## config.mk

```make
export PLATFORM = sky130hd
export DESIGN_NAME = jsilicon_alu_seq
export DESIGN_NICKNAME = d
export VERILOG_FILES = /design/src/rtl/jsilicon_alu_pkg.sv /design/src/rtl/jsilicon_alu_iter.sv /design/src/rtl/jsilicon_alu_seq.sv
export SDC_FILE = /design/constraint.sdc
export NUM_CORES = 1
export LEC_CHECK = 0
export ABC_AREA = 1
export BUFFER_PORTS_ARGS = -buffer_cell sky130_fd_sc_hd__buf_2
export CAP_MARGIN = 25
export CELL_PAD_IN_SITES_DETAIL_PLACEMENT = 0
export CELL_PAD_IN_SITES_GLOBAL_PLACEMENT = 1
export CORE_MARGIN = 2
export CORE_UTILIZATION = 40
export CTS_CLUSTER_DIAMETER = 120
export DETAILED_ROUTE_END_ITERATION = 6
export GPL_TIMING_DRIVEN = 1
export PLACE_DENSITY = 0.73
export SLEW_MARGIN = 10
export SYNTH_ARGS = -nofsm -noshare
export SYNTH_HDL_FRONTEND = slang
export SYNTH_SLANG_ARGS = --single-unit
```

## constraint.sdc

```tcl
create_clock -name clk -period 2.4 [get_ports clk]
set_input_delay 0.12 -clock clk [delete_from_list [all_inputs] [get_ports clk]]
set_output_delay 0.12 -clock clk [all_outputs]
set_load 0.01 [all_outputs]
```

## src/rtl/jsilicon_alu_pkg.sv

```systemverilog
// Shared definitions for the JSilicon sequential ALU: op encodings,
// handshake FSM states, iterative-core modes and counter sizing.
// Optional feature macro: JSILICON_ALU_DIV_EN (enables op 11 as unsigned divide).
package jsilicon_alu_pkg;

  localparam logic [1:0] OP_ADD = 2'b00;
  localparam logic [1:0] OP_SUB = 2'b01;
  localparam logic [1:0] OP_MUL = 2'b10;
  localparam logic [1:0] OP_DIV = 2'b11;

  typedef enum logic [1:0] {
    IDLE = 2'd0,
    BUSY = 2'd1,
    DONE = 2'd2
  } alu_state_t;

  typedef enum logic {
    MODE_MUL = 1'b0,
    MODE_DIV = 1'b1
  } iter_mode_t;

  // Counter must hold WIDTH-1 for any legal WIDTH
  function automatic int unsigned cnt_width(input int unsigned width);
    return $clog2(width) + 1;
  endfunction

endpackage

```

## src/rtl/jsilicon_alu_iter.sv

```systemverilog
// Iterative core: shift-add multiply, and with JSILICON_ALU_DIV_EN a
// restoring shift-subtract divide. Runs exactly WIDTH iterations after start.
// lo/hi present the value after the current iteration; they are the final
// result in the cycle that done is high.
module jsilicon_alu_iter
  import jsilicon_alu_pkg::*;
#(
  parameter int unsigned WIDTH = 8
) (
  input  logic             clk,
  input  logic             rst_n,
  input  logic             start,
  input  iter_mode_t       mode,
  input  logic [WIDTH-1:0] a,
  input  logic [WIDTH-1:0] b,
  output logic             busy,
  output logic             done,
  output logic [WIDTH-1:0] lo,
  output logic [WIDTH-1:0] hi
);

  localparam int unsigned CNT_W = cnt_width(WIDTH);

  logic             busy_q, busy_d;
  logic [CNT_W-1:0] cnt_q, cnt_d;
  logic [WIDTH-1:0] hi_q, hi_d;     // accumulator / partial remainder
  logic [WIDTH-1:0] lo_q, lo_d;     // multiplier / quotient
  logic [WIDTH-1:0] opnd_q, opnd_d; // multiplicand / divisor
  logic [WIDTH-1:0] hi_nx_c, lo_nx_c;
  logic [WIDTH:0]   mul_sum_c;

  assign mul_sum_c = {1'b0, hi_q} + (lo_q[0] ? {1'b0, opnd_q} : '0);

`ifdef JSILICON_ALU_DIV_EN
  iter_mode_t       mode_q, mode_d;
  logic [WIDTH:0]   div_rem_c, div_trial_c;

  // Partial remainder shifted left with the next dividend bit, then trial-subtracted
  assign div_rem_c   = {hi_q, lo_q[WIDTH-1]};
  assign div_trial_c = div_rem_c - {1'b0, opnd_q};
`else
  logic unused_mode_c;
  assign unused_mode_c = mode;
`endif

  // One iteration step of whichever operation is running
  always_comb begin
    hi_nx_c = mul_sum_c[WIDTH:1];
    lo_nx_c = {mul_sum_c[0], lo_q[WIDTH-1:1]};
`ifdef JSILICON_ALU_DIV_EN
    if (mode_q == MODE_DIV) begin
      if (!div_trial_c[WIDTH]) begin
        hi_nx_c = div_trial_c[WIDTH-1:0];
        lo_nx_c = {lo_q[WIDTH-2:0], 1'b1};
      end else begin
        hi_nx_c = div_rem_c[WIDTH-1:0];
        lo_nx_c = {lo_q[WIDTH-2:0], 1'b0};
      end
    end
`endif
  end

  // Load on start, otherwise iterate and count down while busy
  always_comb begin
    busy_d = busy_q;
    cnt_d  = cnt_q;
    hi_d   = hi_q;
    lo_d   = lo_q;
    opnd_d = opnd_q;
`ifdef JSILICON_ALU_DIV_EN
    mode_d = mode_q;
`endif
    if (start) begin
      busy_d = 1'b1;
      cnt_d  = CNT_W'(WIDTH - 1);
      hi_d   = '0;
      lo_d   = a;
      opnd_d = b;
`ifdef JSILICON_ALU_DIV_EN
      mode_d = mode;
`endif
    end else if (busy_q) begin
      hi_d = hi_nx_c;
      lo_d = lo_nx_c;
      if (cnt_q == '0) begin
        busy_d = 1'b0;
      end else begin
        cnt_d = cnt_q - CNT_W'(1);
      end
    end
  end

  // Datapath and counter registers
  always_ff @(posedge clk or negedge rst_n) begin
    if (!rst_n) begin
      busy_q <= 1'b0;
      cnt_q  <= '0;
      hi_q   <= '0;
      lo_q   <= '0;
      opnd_q <= '0;
`ifdef JSILICON_ALU_DIV_EN
      mode_q <= MODE_MUL;
`endif
    end else begin
      busy_q <= busy_d;
      cnt_q  <= cnt_d;
      hi_q   <= hi_d;
      lo_q   <= lo_d;
      opnd_q <= opnd_d;
`ifdef JSILICON_ALU_DIV_EN
      mode_q <= mode_d;
`endif
    end
  end

  assign busy = busy_q;
  assign done = busy_q && (cnt_q == '0);
  assign lo   = lo_nx_c;
  assign hi   = hi_nx_c;

endmodule

```

## src/rtl/jsilicon_alu_seq.sv

```systemverilog
// JSilicon sequential ALU: valid/ready front end, single-cycle add/sub,
// iterative multiply (and divide with JSILICON_ALU_DIV_EN), result held
// on a valid/ready output port until taken.
module jsilicon_alu_seq
  import jsilicon_alu_pkg::*;
#(
  parameter int unsigned WIDTH = 8
) (
  input  logic             clk,
  input  logic             rst_n,
  input  logic             in_valid,
  output logic             in_ready,
  input  logic [1:0]       op,
  input  logic [WIDTH-1:0] a,
  input  logic [WIDTH-1:0] b,
  output logic             out_valid,
  input  logic             out_ready,
  output logic [WIDTH-1:0] result,
  output logic [WIDTH-1:0] result_hi,
  output logic             carry,
  output logic             zero,
  output logic             err
);

  alu_state_t       state_q, state_d;
  iter_mode_t       mode_q, mode_d;
  logic             out_valid_q, out_valid_d;
  logic [WIDTH-1:0] result_q, result_d;
  logic [WIDTH-1:0] result_hi_q, result_hi_d;
  logic             carry_q, carry_d;
  logic             zero_q, zero_d;
  logic             err_q, err_d;

  logic             accept_c;
  logic             start_c;
  iter_mode_t       start_mode_c;
  logic [WIDTH:0]   sum_c, diff_c;
  logic             iter_busy, iter_done;
  logic [WIDTH-1:0] iter_lo, iter_hi;

  assign in_ready = (state_q == IDLE) || ((state_q == DONE) && out_ready);
  assign accept_c = in_valid && in_ready;
  assign sum_c    = {1'b0, a} + {1'b0, b};
  assign diff_c   = {1'b0, a} - {1'b0, b};

  jsilicon_alu_iter #(
    .WIDTH (WIDTH)
  ) u_iter (
    .clk   (clk),
    .rst_n (rst_n),
    .start (start_c),
    .mode  (start_mode_c),
    .a     (a),
    .b     (b),
    .busy  (iter_busy),
    .done  (iter_done),
    .lo    (iter_lo),
    .hi    (iter_hi)
  );

  // Handshake FSM, single-cycle ops and flag generation
  always_comb begin
    state_d      = state_q;
    mode_d       = mode_q;
    out_valid_d  = out_valid_q;
    result_d     = result_q;
    result_hi_d  = result_hi_q;
    carry_d      = carry_q;
    zero_d       = zero_q;
    err_d        = err_q;
    start_c      = 1'b0;
    start_mode_c = MODE_MUL;

    case (state_q)
      BUSY: begin
        if (iter_done) begin
          state_d     = DONE;
          out_valid_d = 1'b1;
          result_d    = iter_lo;
          result_hi_d = iter_hi;
          carry_d     = (mode_q == MODE_MUL) && (iter_hi != '0);
          zero_d      = (iter_lo == '0);
          err_d       = 1'b0;
        end
      end
      DONE: begin
        if (out_ready) begin
          state_d     = IDLE;
          out_valid_d = 1'b0;
        end
      end
      IDLE: begin
      end
      default: state_d = IDLE;
    endcase

    // A new request overrides the plain DONE->IDLE release
    if (accept_c) begin
      case (op)
        OP_ADD: begin
          state_d     = DONE;
          out_valid_d = 1'b1;
          result_d    = sum_c[WIDTH-1:0];
          result_hi_d = '0;
          carry_d     = sum_c[WIDTH];
          zero_d      = (sum_c[WIDTH-1:0] == '0);
          err_d       = 1'b0;
        end
        OP_SUB: begin
          state_d     = DONE;
          out_valid_d = 1'b1;
          result_d    = diff_c[WIDTH-1:0];
          result_hi_d = '0;
          carry_d     = diff_c[WIDTH];
          zero_d      = (diff_c[WIDTH-1:0] == '0);
          err_d       = 1'b0;
        end
        OP_MUL: begin
          state_d      = BUSY;
          out_valid_d  = 1'b0;
          start_c      = 1'b1;
          start_mode_c = MODE_MUL;
          mode_d       = MODE_MUL;
        end
        default: begin
`ifdef JSILICON_ALU_DIV_EN
          if (b == '0) begin
            state_d     = DONE;
            out_valid_d = 1'b1;
            result_d    = '1;
            result_hi_d = a;
            carry_d     = 1'b0;
            zero_d      = 1'b0;
            err_d       = 1'b1;
          end else begin
            state_d      = BUSY;
            out_valid_d  = 1'b0;
            start_c      = 1'b1;
            start_mode_c = MODE_DIV;
            mode_d       = MODE_DIV;
          end
`else
          state_d     = DONE;
          out_valid_d = 1'b1;
          result_d    = '0;
          result_hi_d = '0;
          carry_d     = 1'b0;
          zero_d      = 1'b1;
          err_d       = 1'b1;
`endif
        end
      endcase
    end
  end

  // State and output registers
  always_ff @(posedge clk or negedge rst_n) begin
    if (!rst_n) begin
      state_q     <= IDLE;
      mode_q      <= MODE_MUL;
      out_valid_q <= 1'b0;
      result_q    <= '0;
      result_hi_q <= '0;
      carry_q     <= 1'b0;
      zero_q      <= 1'b0;
      err_q       <= 1'b0;
    end else begin
      state_q     <= state_d;
      mode_q      <= mode_d;
      out_valid_q <= out_valid_d;
      result_q    <= result_d;
      result_hi_q <= result_hi_d;
      carry_q     <= carry_d;
      zero_q      <= zero_d;
      err_q       <= err_d;
    end
  end

  // The iterative core runs exactly while the FSM sits in BUSY
  a_busy_track : assert property (@(posedge clk) disable iff (!rst_n)
    (state_q == BUSY) == iter_busy);

  assign out_valid = out_valid_q;
  assign result    = result_q;
  assign result_hi = result_hi_q;
  assign carry     = carry_q;
  assign zero      = zero_q;
  assign err       = err_q;

endmodule

```

==> results of run 1 <==
placed cells by master, fill, tap and decap left out, types with 10 or more instances in the layout:
cell / n
sky130_fd_sc_hd__nand2_1: 128
sky130_fd_sc_hd__inv_1: 71
sky130_fd_sc_hd__dfrtp_1: 51
sky130_fd_sc_hd__buf_2: 42
sky130_fd_sc_hd__nand3_1: 32
sky130_fd_sc_hd__o21ai_0: 26
sky130_fd_sc_hd__ha_1: 26
sky130_fd_sc_hd__nor2_1: 25
sky130_fd_sc_hd__a21oi_1: 21
sky130_fd_sc_hd__o21ai_1: 17
sky130_fd_sc_hd__inv_2: 10
cell families (layout without fill, tap and decap cells):
logic type	Yosys count	in the layout	synth area share [%]
adders and majority gates	29	29	10.65
xor gates and xnor gates	9	9	2.179
and+or+nand+nor	209	209	25.52
DFF	51	51	35.27
AOI/OAI and AO/OA	92	92	15.70
buffers and inverters	93	141	10.68
flip-flops by register name (all words and copies together), names as in the netlist, 2 cells and up:
signal	flops
result_hi	8
state_q	2
u_iter.opnd_q	8
result	8
u_iter.lo_q	8
u_iter.cnt_q	4
u_iter.hi_q	8
worst max-delay path by stage:
stage               slack (ns)  endpoint        startpoint  depth (start not counted)
floorplan                 0.26     carry    u_iter.lo_q[0]                         17
CTS                       0.25     carry    u_iter.lo_q[0]                         16
detailed placement        0.25     carry    u_iter.lo_q[0]                         16
global placement          0.30     carry  u_iter.opnd_q[0]                         16
finish                    0.27     carry  u_iter.opnd_q[0]                         16
global route              0.03     carry    u_iter.lo_q[0]                         16
cell usage after synthesis, types with 2 or more instances:
master	instances	area share, %
sky130_fd_sc_hd__buf_4	4	0.83
sky130_fd_sc_hd__nor2_1	25	2.6
sky130_fd_sc_hd__ha_1	26	9.0
sky130_fd_sc_hd__o21ai_0	26	3.6
sky130_fd_sc_hd__nand4_1	9	1.6
sky130_fd_sc_hd__inv_1	71	7.4
sky130_fd_sc_hd__nand2_4	2	0.62
sky130_fd_sc_hd__nor2_2	4	0.69
sky130_fd_sc_hd__o22ai_1	3	0.52
sky130_fd_sc_hd__o21a_1	2	0.41
sky130_fd_sc_hd__o211ai_1	6	1.2
sky130_fd_sc_hd__a21oi_1	21	2.9
sky130_fd_sc_hd__buf_2	4	0.55
sky130_fd_sc_hd__buf_6	2	0.62
sky130_fd_sc_hd__o221ai_2	2	0.83
sky130_fd_sc_hd__inv_2	10	1.0
sky130_fd_sc_hd__nor2_4	2	0.62
sky130_fd_sc_hd__o221ai_1	6	1.5
sky130_fd_sc_hd__fa_1	3	1.7
sky130_fd_sc_hd__o21ai_1	17	2.4
sky130_fd_sc_hd__xor2_1	8	1.9
sky130_fd_sc_hd__dfrtp_1	51	35
sky130_fd_sc_hd__o21ai_2	2	0.48
sky130_fd_sc_hd__nand3_1	32	4.4
sky130_fd_sc_hd__nand2_1	128	13
final cells by class:
type | instances | area [µm²] | area share, %
multi-input combinational | 339 | 1956 | 48.02
clock inverter | 3 | 46.29 | 1.137
inverter | 82 | 310.3 | 7.619
clock buffer | 5 | 68.82 | 1.690
tap | 108 | 135.1 | 3.318
timing repair buffer | 51 | 280.3 | 6.882
sequential | 51 | 1276 | 31.34
power by group through the flow:
stage	combinational, mW	sequential (mW)	clock [mW]
floorplan	1.27	1.43	0
global placement	1.85	1.42	0
detailed placement	1.86	1.42	0
CTS	1.87	1.40	0.643
global route	2.10	1.45	0.678
finish	1.86	1.40	0.624
stage by stage:
| step | util, % | instance area (µm²) | hold WS, ns | total power [mW] |
|---|---|---|---|---|
| finish | 46.47 | 4073 | 0.04087 | 3.880 |
| global route | 46.47 | 4073 | 0.04983 | 4.229 |
| CTS | 46.47 | 4073 | 0.03991 | 3.920 |
| detailed placement | 45.05 | 3948 | 0.04274 | 3.283 |
| global placement | 45.05 | 3948 | 0.04153 | 3.274 |
| floorplan | - | 3618 | -0.1756 | 2.705 |
critical path: cells and delay by family (launching register included):
| family | cells | cell delay, ns |
|---|---|---|
| AND/OR/NAND/NOR | 13 | 0.95 |
| flip-flops | 1 | 0.38 |
| adder cells (fa/ha/maj) | 2 | 0.68 |
| buffers and inverters | 1 | 0.04 |
metal layers:
| metal | track usage, % | up-vias | wire length (µm) |
|---|---|---|---|
| met5 | 0 | - | 0 |
| met4 | 5.374 | 0 | 183 |
| met3 | 2.460 | 12 | 203 |
| met2 | 35.24 | 54 | 4513 |
| met1 | 25.28 | 1496 | 4317 |
| li1 | - | 1666 | - |
timing repair:
item                       in CTS  in global routing
hold buffers                    1                  0
gates resized for setup         0                  0
hold endpoints to repair       13                  0
setup endpoints to repair       0                  0
setup buffers                   0                  0
==> summary by stage, run 1 <==
Status
The run finished with clean final reports.

Floorplanning
The total area inside the core boundary comes to 8763 µm². The width of the chip is 99.11 µm. The initial utilization of the core area, before any placement, comes to 41.29%. The die is 99.11 µm tall. Pin placement for this block handled 43 I/O pins. The area of the die is 9823 µm². The number of rows created at floorplan is 34.

Global route
The overflow left after global routing is 0. The maximum number of pins on one net before global-route repair is 39. The initial antenna violation count is 0. The wire length of the first global-routing pass is 15.68 mm. The global routing usage summed across all routing layers is 19.76%.

The via count of the first global-routing pass is 3,233.

Timing
Subtracting the final worst setup slack from the clock period gives 2.131 ns. Once routing completed, OpenROAD measured the worst setup slack at 0.2689 ns. The number of slew-limit violations in the final report came to 0.

At the pin with the least slew margin, the transition time is 0.4926 ns. The clock arrives with 0.01712 ns of skew. The relative slew slack is 67.16%. Setup repair after global routing left no endpoint under its margin. The hold violation count in the final report is 0. The top achievable clock speed is 469.2 MHz. After layout, the worst path uses 88.80% of the clock period.

The setup total negative slack is 0 ns. Setup violations remaining at the end of the flow were counted as 0.

Hold path
The endpoint of the worst hold-timing path is result[0]. The worst hold path was traced through 2 stages. The beginning of the worst hold path is op[1]. In this run the worst hold path is classified as in2reg.

Power
For this design the total switching power over the nets is 1.681 mW. The worst-case IR drop observed on VDD is 0.3372 mV. The switching portion of total power is 43.33%. Per report_power, the sequential group accounts for 36.1% of the total. The clock share of power is 16.1%. Of the total power, combinational logic draws 47.8%. The power per unit of standard cell area is 952.7 nW/µm².

Summed over all cells, the static leakage comes to 2.266 nW. The internal power component is 2.199 mW.

Routing
Dividing the detail-routed via count by the number of cells gives 5.052. For this run, design rule violations remaining after detail routing come to 0. The detailed router finished its first iteration with 154 violations. The count of nets left with antenna violations once routing finished came out at 0. The count of vias placed by the detailed router is 3,228. The detailed-route wire length per cell is 14.42 µm. The first detailed-routing pass took 4 iterations. The total detailed-routing wirelength is 9.217 mm.

Synthesis
For this run, the register share of the synthesized area comes to 35.27%. The number of synthesized register bits is 51. Counting flops with a built-in enable in the synthesized netlist gives 0. A synthesized cell averages 7.492 µm². Synthesis produced a netlist with a net count of 534.

The proportion of synthesized flip-flops having asynchronous set or reset is 100.0%. The total number of yosys warnings is 0. The cell area after synthesis is 3618 µm². The unique cell type count in the Yosys netlist is 42.

The synthesized netlist cell count is 483. The top flip-flop cell by instance count after synthesis is sky130_fd_sc_hd__dfrtp_1.

CTS
TritonCTS built the clock tree. The worst-skew pair later-pin latency is 0.31 ns. In this run the deepest clock path goes through 2 buffers. Clock tree synthesis found a total of 51 sinks. After clock tree synthesis, the clock-pin slew on the worst setup and hold paths is 0.11 ns.

The clock tree synthesis step divided the H-tree into 2 levels. Clock tree synthesis inserted a total of 5 buffers. The cell sitting at the root of the clock tree is a sky130_fd_sc_hd__clkbuf_8.

Job
The tool flagged a number of max-cap violations equal to 0.

Layout
The area added between synthesis and finish is 12.55%. After the flow finishes, the layout carries non-filler instances totaling 639. Of the cells placed in the final design, the portion with a size suffix greater than 1 is 16.57%. The number of inserted diodes is 0.

The final layout contains 581 nets. The layout has 897 filler cells.

Place
Counting tap cells, the placed design contains a total of 630 instances. The post-placement worst setup slack is 0.2498 ns. Routability-driven placement finished with a final weighted congestion of 0.8967. The number of port buffers is 42.

Summed over all nets, the half-perimeter wirelength after detailed placement is 7.482 mm.

Critical path
STA classifies the critical path startpoint as a register. Of all nets on the critical path, the largest fanout is 3. The critical path start-end classification is reg2reg. The worst setup path is captured at a register. Data on the critical path arrives at its endpoint at 2.35 ns. The critical path's slowest cell is sky130_fd_sc_hd__fa_1. The number of cells traversed by the worst register-to-register path is 16. The delay of the slowest critical-path stage is 0.44 ns. Data on the critical path is required at its endpoint by 2.62 ns. The startpoint identified for the worst register-to-register timing path is u_iter.opnd_q[0]. The endpoint identified for the worst register-to-register timing path is carry. Walking the worst path, the cells encountered are nand2_1 -> inv_1 -> ha_1 -> fa_1 -> nand2_1 -> nand2_1 -> nand3_1 -> nand3_1 -> nand2_1 -> nand2_1 -> nor2_1 -> nand3_1 -> nand3_1 -> nand2_1 -> nand2_1 -> nand2_1. Counting stages on the worst path, the most repeated cell is sky130_fd_sc_hd__nand2_1. The setup slack on the worst flop-to-flop path is 0.27 ns.
Note: power is estimated with default switching activity, not from simulation.
==> run 2: changes to the inputs <==
- RECOVER_POWER: default -> 100
==> run 2 against run 1 <==
Cell count unchanged. Sequential cell count did not move. Worst setup slack worse by 0.024 ns. Critical path type unchanged. Critical path depth decreased by 6. Die area did not move. Via count grew 0.22%. Combinational power fell by 6%. Clock skew about the same.
==> summary by stage, run 2 (synthesized netlist as in run 1, its figures left out) <==
Routing
The total detailed-routing wirelength is 9.323 mm. The count of nets left with antenna violations once routing finished came out at 0. The count of vias placed by the detailed router is 3,235.

The initial DRC count is 131. The post-route DRC violation count is 0. The first detailed-routing pass ran for 4 iterations. After detailed routing, the number of vias per cell comes to 5.063. After detailed routing, the average wire length per cell comes to 14.59 µm.

Floorplanning
The floorplan step defined a die boundary enclosing 9823 µm². Measured along the x axis, the die boundary spans 99.11 µm. The floorplan step defined a core boundary enclosing 8763 µm². The die height is 99.11 µm. The number of rows created at floorplan is 34.

For this configuration, the core starts out at a cell density of 41.29%. In this run the count of I/O pins placed on the die edge is 43.

Timing
The hold violation count in the final report is 0. Adding up every negative setup slack in the final design gives 0 ns. Setup repair after global routing left no endpoint under its margin. The final critical path time including I/O delays and setup is 2.156 ns. The worst clock skew is 0.01730 ns. The top achievable clock speed is 463.9 MHz. The number of slew-limit violations in the final report was 0. The worst path meets setup with 0.2444 ns of slack.

Setup violations remaining at the end of the flow were counted as 0. The final critical-path share of the clock period is 89.82%. Headroom to the max-slew limit came out at 35.23%. The transition time of the tightest slew-check pin is 0.9716 ns.

CTS
The worst-skew pair later-pin latency is 0.31 ns. The TritonCTS buffer count is 5. The clock edge transition at the registers on the reported setup and hold paths is 0.11 ns. The buffer cell driving the clock tree root is sky130_fd_sc_hd__clkbuf_8. The total setup buffers inserted after CTS is 0. The clock passes through at most 2 buffers. The clock net sink count is 51. The TritonCTS clock tree is built. The CTS H-tree depth is 2.

Global route
The wire length of the first global-routing pass is 15.68 mm. The global routing usage summed across all routing layers is 19.76%. The via count of the first global-routing pass came to 3,233. The initial antenna violation count is 0.

The maximum number of pins on one net before global-route repair is 39. The overflow left after global routing is 0.

Hold path
The cell depth of the worst hold path is 2. The path class of the lowest-slack min-delay path is in2reg.

Place
The post-placement worst setup slack is 0.2498 ns. At the end of routability-driven placement, the weighted congestion stood at 0.8967. The count of buffers added on input and output ports is 42.

Detailed placement ended at an HPWL of 7.482 mm. The instance area at placement is 3948 µm².

Status
The run finished with clean final reports.

Layout
Cells fill 45.56% of the core in the end. The area added between synthesis and finish is 10.34%. The area of combinational cells with multiple inputs is 1912 µm². The net total in the final layout is 581. With fillers left out, the area of the finished cells amounts to 3993 µm². 0 antenna diodes ended up in the layout. The area taken by flip-flops and latches is 1276 µm².

The top cell types in the final layout, fill and taps aside, are sky130_fd_sc_hd__nand2_1, sky130_fd_sc_hd__inv_1, sky130_fd_sc_hd__dfrtp_1. The fraction of layout cells with a size suffix above 1 is 10.36%. Leaving out fill and tap cells, the most frequent cell in the layout is sky130_fd_sc_hd__nand2_1. After filler insertion, the fill cell instance count of the layout stands at 916.

Critical path
The capture instance of the worst register-to-register path is u_iter.lo_q[3]. The critical path start-end classification is reg2reg. In this run the worst setup path terminates at u_iter.lo_q[3].

The start point of the critical path is state_q[1]. The worst register-to-register path begins at state_q[1]. For the worst flop-to-flop path, the logic depth is 10. Of all nets on the critical path, the largest fanout is 20. The worst path required time is 2.58 ns. The nature of the critical path endpoint is a register. The endpoint arrival time on the critical path is 2.33 ns. Across all register-to-register paths, the minimum setup slack is 0.24 ns. The kind of start point of the critical path is a register.

Job
Max-cap violations in this run came to 0.

Power
For this design the ratio of total power to cell area is 945.7 nW/µm². IR analysis of the VDD net gives a maximum drop of 0.3356 mV. The leakage power is 2.167 nW.
-- run 2: cell count changes in the layout (fill, tap and decap cells not counted), sizes merged --
cell	before	now
clkbuf	5	29
buf	50	26
-- run 2: worst min path at each step --
| stage | from | end | slack, ns |
|---|---|---|---|
| 3_5_place_dp | rst_n | u_iter.hi_q[1] | 0.04 |
| 4_1_cts | op[1] | result[0] | 0.04 |
| 6_report | op[1] | result[0] | 0.05 |
| 2_1_floorplan | rst_n | carry | -0.18 |
| 3_3_place_gp | rst_n | u_iter.hi_q[2] | 0.04 |
| 5_1_grt | op[1] | result[0] | 0.05 |
-- run 2: stage by stage --
stage               power (mW)  hold WS (ns)  std cells
floorplan                2.705       -0.1756        483
global placement         3.274       0.04153        630
detailed placement       3.283       0.04274        630
CTS                      3.920       0.03991        639
global route             4.118       0.05386        639
finish                   3.776       0.04667        639
-- run 2: layout make-up --
type                    count  area share [%]
multi-input cells         339           47.88
flip-flops and latches     51           31.96
inverters                  82           7.772
repair buffers             51           6.111
well taps                 108           3.385
clock buffers               5           1.724
clock inverters             3           1.160
-- run 2: critical path, cell delays in order, from the launching register on --
cell	delay (ns)
sky130_fd_sc_hd__dfrtp_1	0.42
sky130_fd_sc_hd__inv_1	0.08
sky130_fd_sc_hd__nor2_1	0.05
sky130_fd_sc_hd__nor2_1	0.11
sky130_fd_sc_hd__nand2_1	0.26
sky130_fd_sc_hd__inv_2	0.21
sky130_fd_sc_hd__nand2_4	0.17
sky130_fd_sc_hd__inv_4	0.22
sky130_fd_sc_hd__nor2_1	0.09
sky130_fd_sc_hd__inv_2	0.23
sky130_fd_sc_hd__o221ai_1	0.16
-- run 2: repair_timing --
action                                 in CTS  in global routing
hold buffers                                1                  0
endpoints found under the hold margin      13                  0
gates resized for setup                     0                  0
-- run 2: routing by layer --
metal	up-vias	wire length (µm)	GRT usage, %
met4	0	158	5.374
li1	1668	-	-
met3	10	221	2.460
met1	1504	4373	25.28
met5	-	0	0
met2	53	4570	35.24
-- run 2: power by group --
group | total, mW | internal (mW) | switching [mW] | leakage (nW)
clock network | 0.623 | 0.315 | 0.308 | 0.0548
logic | 1.75 | 0.618 | 1.14 | 1.45
registers | 1.40 | 1.20 | 0.200 | 0.660
total | 3.78 | 2.13 | 1.64 | 2.17
==> run 3: changes to the inputs <==
- CORE_UTILIZATION: 40 -> 43
- PLACE_DENSITY: 0.73 -> 0.78
- SLEW_MARGIN: 10 -> 20
==> run 3 against run 2 <==
The flow now finishes with violations (max-capacitance violations, max-slew violations). Sequential share of layout area rose by 0.070 points. Final area decreased by 0.22%. Routed wire length fell by 1.2%. Clock power increased by 4.0%. Clock-buffer cell count up 1. Die area fell by 6.7%. Register-to-register slack lost 0.03 ns. Via count shrank 1.4%. Maximum frequency fell by 1.3%. Worst setup slack got worse by 0.029 ns. Critical path type unchanged. Critical endpoint is now result[7]. Largest cell class unchanged.
==> summary by stage, run 3 (synthesized netlist as in run 1, its figures left out) <==
Global route
Across every metal layer, demand over resource in global routing totals 21.09%. After global routing the overflow that remains totals 0. The first global-routing pass estimated 14.81 mm of wire.

Entering global routing, the biggest net connects 31 pins. The via count of the first global-routing pass is 3,106. The initial antenna violation count was 0.

Power
The maximum VDD drop is 0.3234 mV. The design draws 3.764 mW. The leakage power is 2.159 nW. The internal power component is 2.137 mW. The combinational fraction of design power is 45.6%.

The clock share of power is 17.2%. Summed over all nets, the switching power comes to 1.627 mW. In this run switching power makes up 43.23% of total power. Sequential cells burn 37.2% of the power.

Dividing total power by cell area gives a power density of 944.9 nW/µm².

CTS
The later pin in the worst-skew pair is clocked with a latency of 0.31 ns. The clock net sink count is 51. The TritonCTS clock tree is built. The number of setup buffers added after CTS is 0.

The buffer cell driving the clock tree root is sky130_fd_sc_hd__clkbuf_8. Once the clock tree was built, the resizer swapped 0 gates to a different size. The CTS H-tree depth is 2. The clock passes through at most 2 buffers. The TritonCTS buffer count is 5.

After clock tree synthesis, the clock-pin slew on the worst setup and hold paths is 0.10 ns.

Timing
The final critical path time including I/O delays and setup is 2.185 ns. Setup repair after global routing left no endpoint under its margin. The hold violation count in the final report was 0.

Final hold analysis gives a worst-case slack of 0.05005 ns. The worst pin sits at a relative slew slack of -11.59%. For the final database, setup skew stands at 0.01068 ns.

The top achievable clock speed is 457.7 MHz. In the post-route analysis, the smallest setup slack over all paths is 0.2154 ns. The final critical-path share of the clock period is 91.03%. Setup violations remaining at the end of the flow were counted as 0. The setup total negative slack is 0 ns. For the pin with the worst max-slew slack, the measured transition is 1.674 ns.

The number of slew-limit violations in the final report came to 31.

Floorplanning
The width of the chip is 95.74 µm. The floorplan has 33 rows. The area of the die is 9165 µm². The placeable core region is 8175 µm².

The starting density of the core is 44.26%. The count of pins on the block boundary is 43. From bottom edge to top edge, the die measures 95.74 µm.

Routing
The sum of routed wire segments on met1 is 4.382 mm. The average vias per placed instance is 5.049. The count of vias placed by the detailed router is 3,191.

Wires add up to 9.207 mm. The detail route stage leaves a number of antenna-violating nets equal to 0. The top layer reached by signal wires is met4.

Summed over all nets, wire length on met2 after detailed routing comes to 4.283 mm. The initial DRC count is 125. In the routed design, unresolved DRC markers number 0. The number of detailed-route iterations in the first pass is 4. The total met3 wirelength after detailed routing is 343 µm. The detailed-route wire length per cell is 14.57 µm.

Layout
The number of inserted diodes is 0. Leaving out fill and tap cells, the most frequent cell in the layout is sky130_fd_sc_hd__nand2_1. In the final layout, the share of cells above drive strength 1 is 9.298%. The core utilization of the finished layout is 48.73%. The filler cells instantiated in the layout total 860.

In the final design database the tool counted 577 nets. In the layout the commonest cells are sky130_fd_sc_hd__nand2_1, sky130_fd_sc_hd__inv_1, sky130_fd_sc_hd__dfrtp_1. The count of cells in the finished layout, fillers not included, comes to 632.

After routing the design area is 3984 µm². Relative to the synthesized area, the layout overhead comes to 10.10%.

Critical path
On the critical path, the stage with the largest delay is an instance of sky130_fd_sc_hd__dfrtp_1. The endpoint arrival time on the critical path is 2.39 ns. The dominant cell type by count on the critical path is sky130_fd_sc_hd__nand2_1. The critical path in this run is classified as reg2reg. STA classifies the critical path endpoint as a register. The critical path contains buffers and inverters numbering 2 combined.

The kind of start point of the critical path is a register. Traced cell by cell, the critical path runs through inv_1 -> ha_1 -> nand2_1 -> nor2_1 -> nand2_1 -> nor3_1 -> inv_1 -> nand2_1 -> o21ai_2 -> nand2_1 -> o21ai_1 -> o21ai_1 -> nand2_1. The setup slack on the worst flop-to-flop path is 0.22 ns. The maximum net fanout on the critical path is 8. The cell family with the largest share of critical-path delay is simple AND/OR/NAND/NOR gates.

Data on the critical path is required at its endpoint by 2.61 ns. For this run, the slowest stage of the critical path takes 0.40 ns.

Job
Across the run, the number of max-cap violations was 1.

Hold path
The tightest min-delay check is of the in2reg type.

Place
The congestion estimate from routability-driven global placement came to 0.8816. After legalization and detailed placement, the total HPWL measured 7.258 mm. The number of port buffers is 42. The instance area at placement is 3926 µm². Prior to clock tree synthesis, the placed netlist has a worst setup slack of 0.2627 ns. The total placed cells including tap cells is 623.

Status
The flow ran to the end, but the final reports show violations. The checks that failed: max-capacitance violations, max-slew violations.
run 3: worst paths after layout:
path,end,depth (start not counted),startpoint
setup / recovery,result[7],13,u_iter.cnt_q[1]
hold / removal,u_iter.opnd_q[0],3,b[0]
setup reg to reg,result[7],13,u_iter.cnt_q[1]
hold reg to reg,u_iter.opnd_q[0],2,u_iter.opnd_q[0]
max in group asynchronous,err,3,rst_n
min in group asynchronous,u_iter.hi_q[1],3,rst_n
run 3: cell type report:
cell class | count | area [µm²] | area share, %
multi-input cells | 339 | 1917 | 48.12
flip-flops and latches | 51 | 1276 | 32.04
inverters | 82 | 310.3 | 7.789
repair buffers | 47 | 227.7 | 5.716
well taps | 105 | 131.4 | 3.298
clock buffers | 6 | 82.58 | 2.073
clock inverters | 2 | 38.79 | 0.9736
run 3: power by group through the flow:
stage	registers, mW	logic (mW)	clock network [mW]
floorplan	1.43	1.27	0
global placement	1.42	1.80	0
detailed placement	1.42	1.82	0
CTS	1.40	1.83	0.658
global route	1.44	1.97	0.693
finish	1.40	1.72	0.648
run 3: what timing repair did:
item | 4_1_cts | 5_1_grt
setup endpoints to repair | 0 | 0
hold buffers | 1 | 0
endpoints found under the hold margin | 51 | 0
run 3: metal layers:
metal | track usage, % | up-vias
met5 | 0 | -
met4 | 6.429 | 0
met3 | 2.897 | 13
met2 | 35.55 | 61
met1 | 28.19 | 1467
li1 | - | 1650
run 3: worst min-delay path, delay by kind of cell:
family,cells,cell delay (ns)
AND/OR/NAND/NOR,2,0.10
buffers and inverters,1,0.10
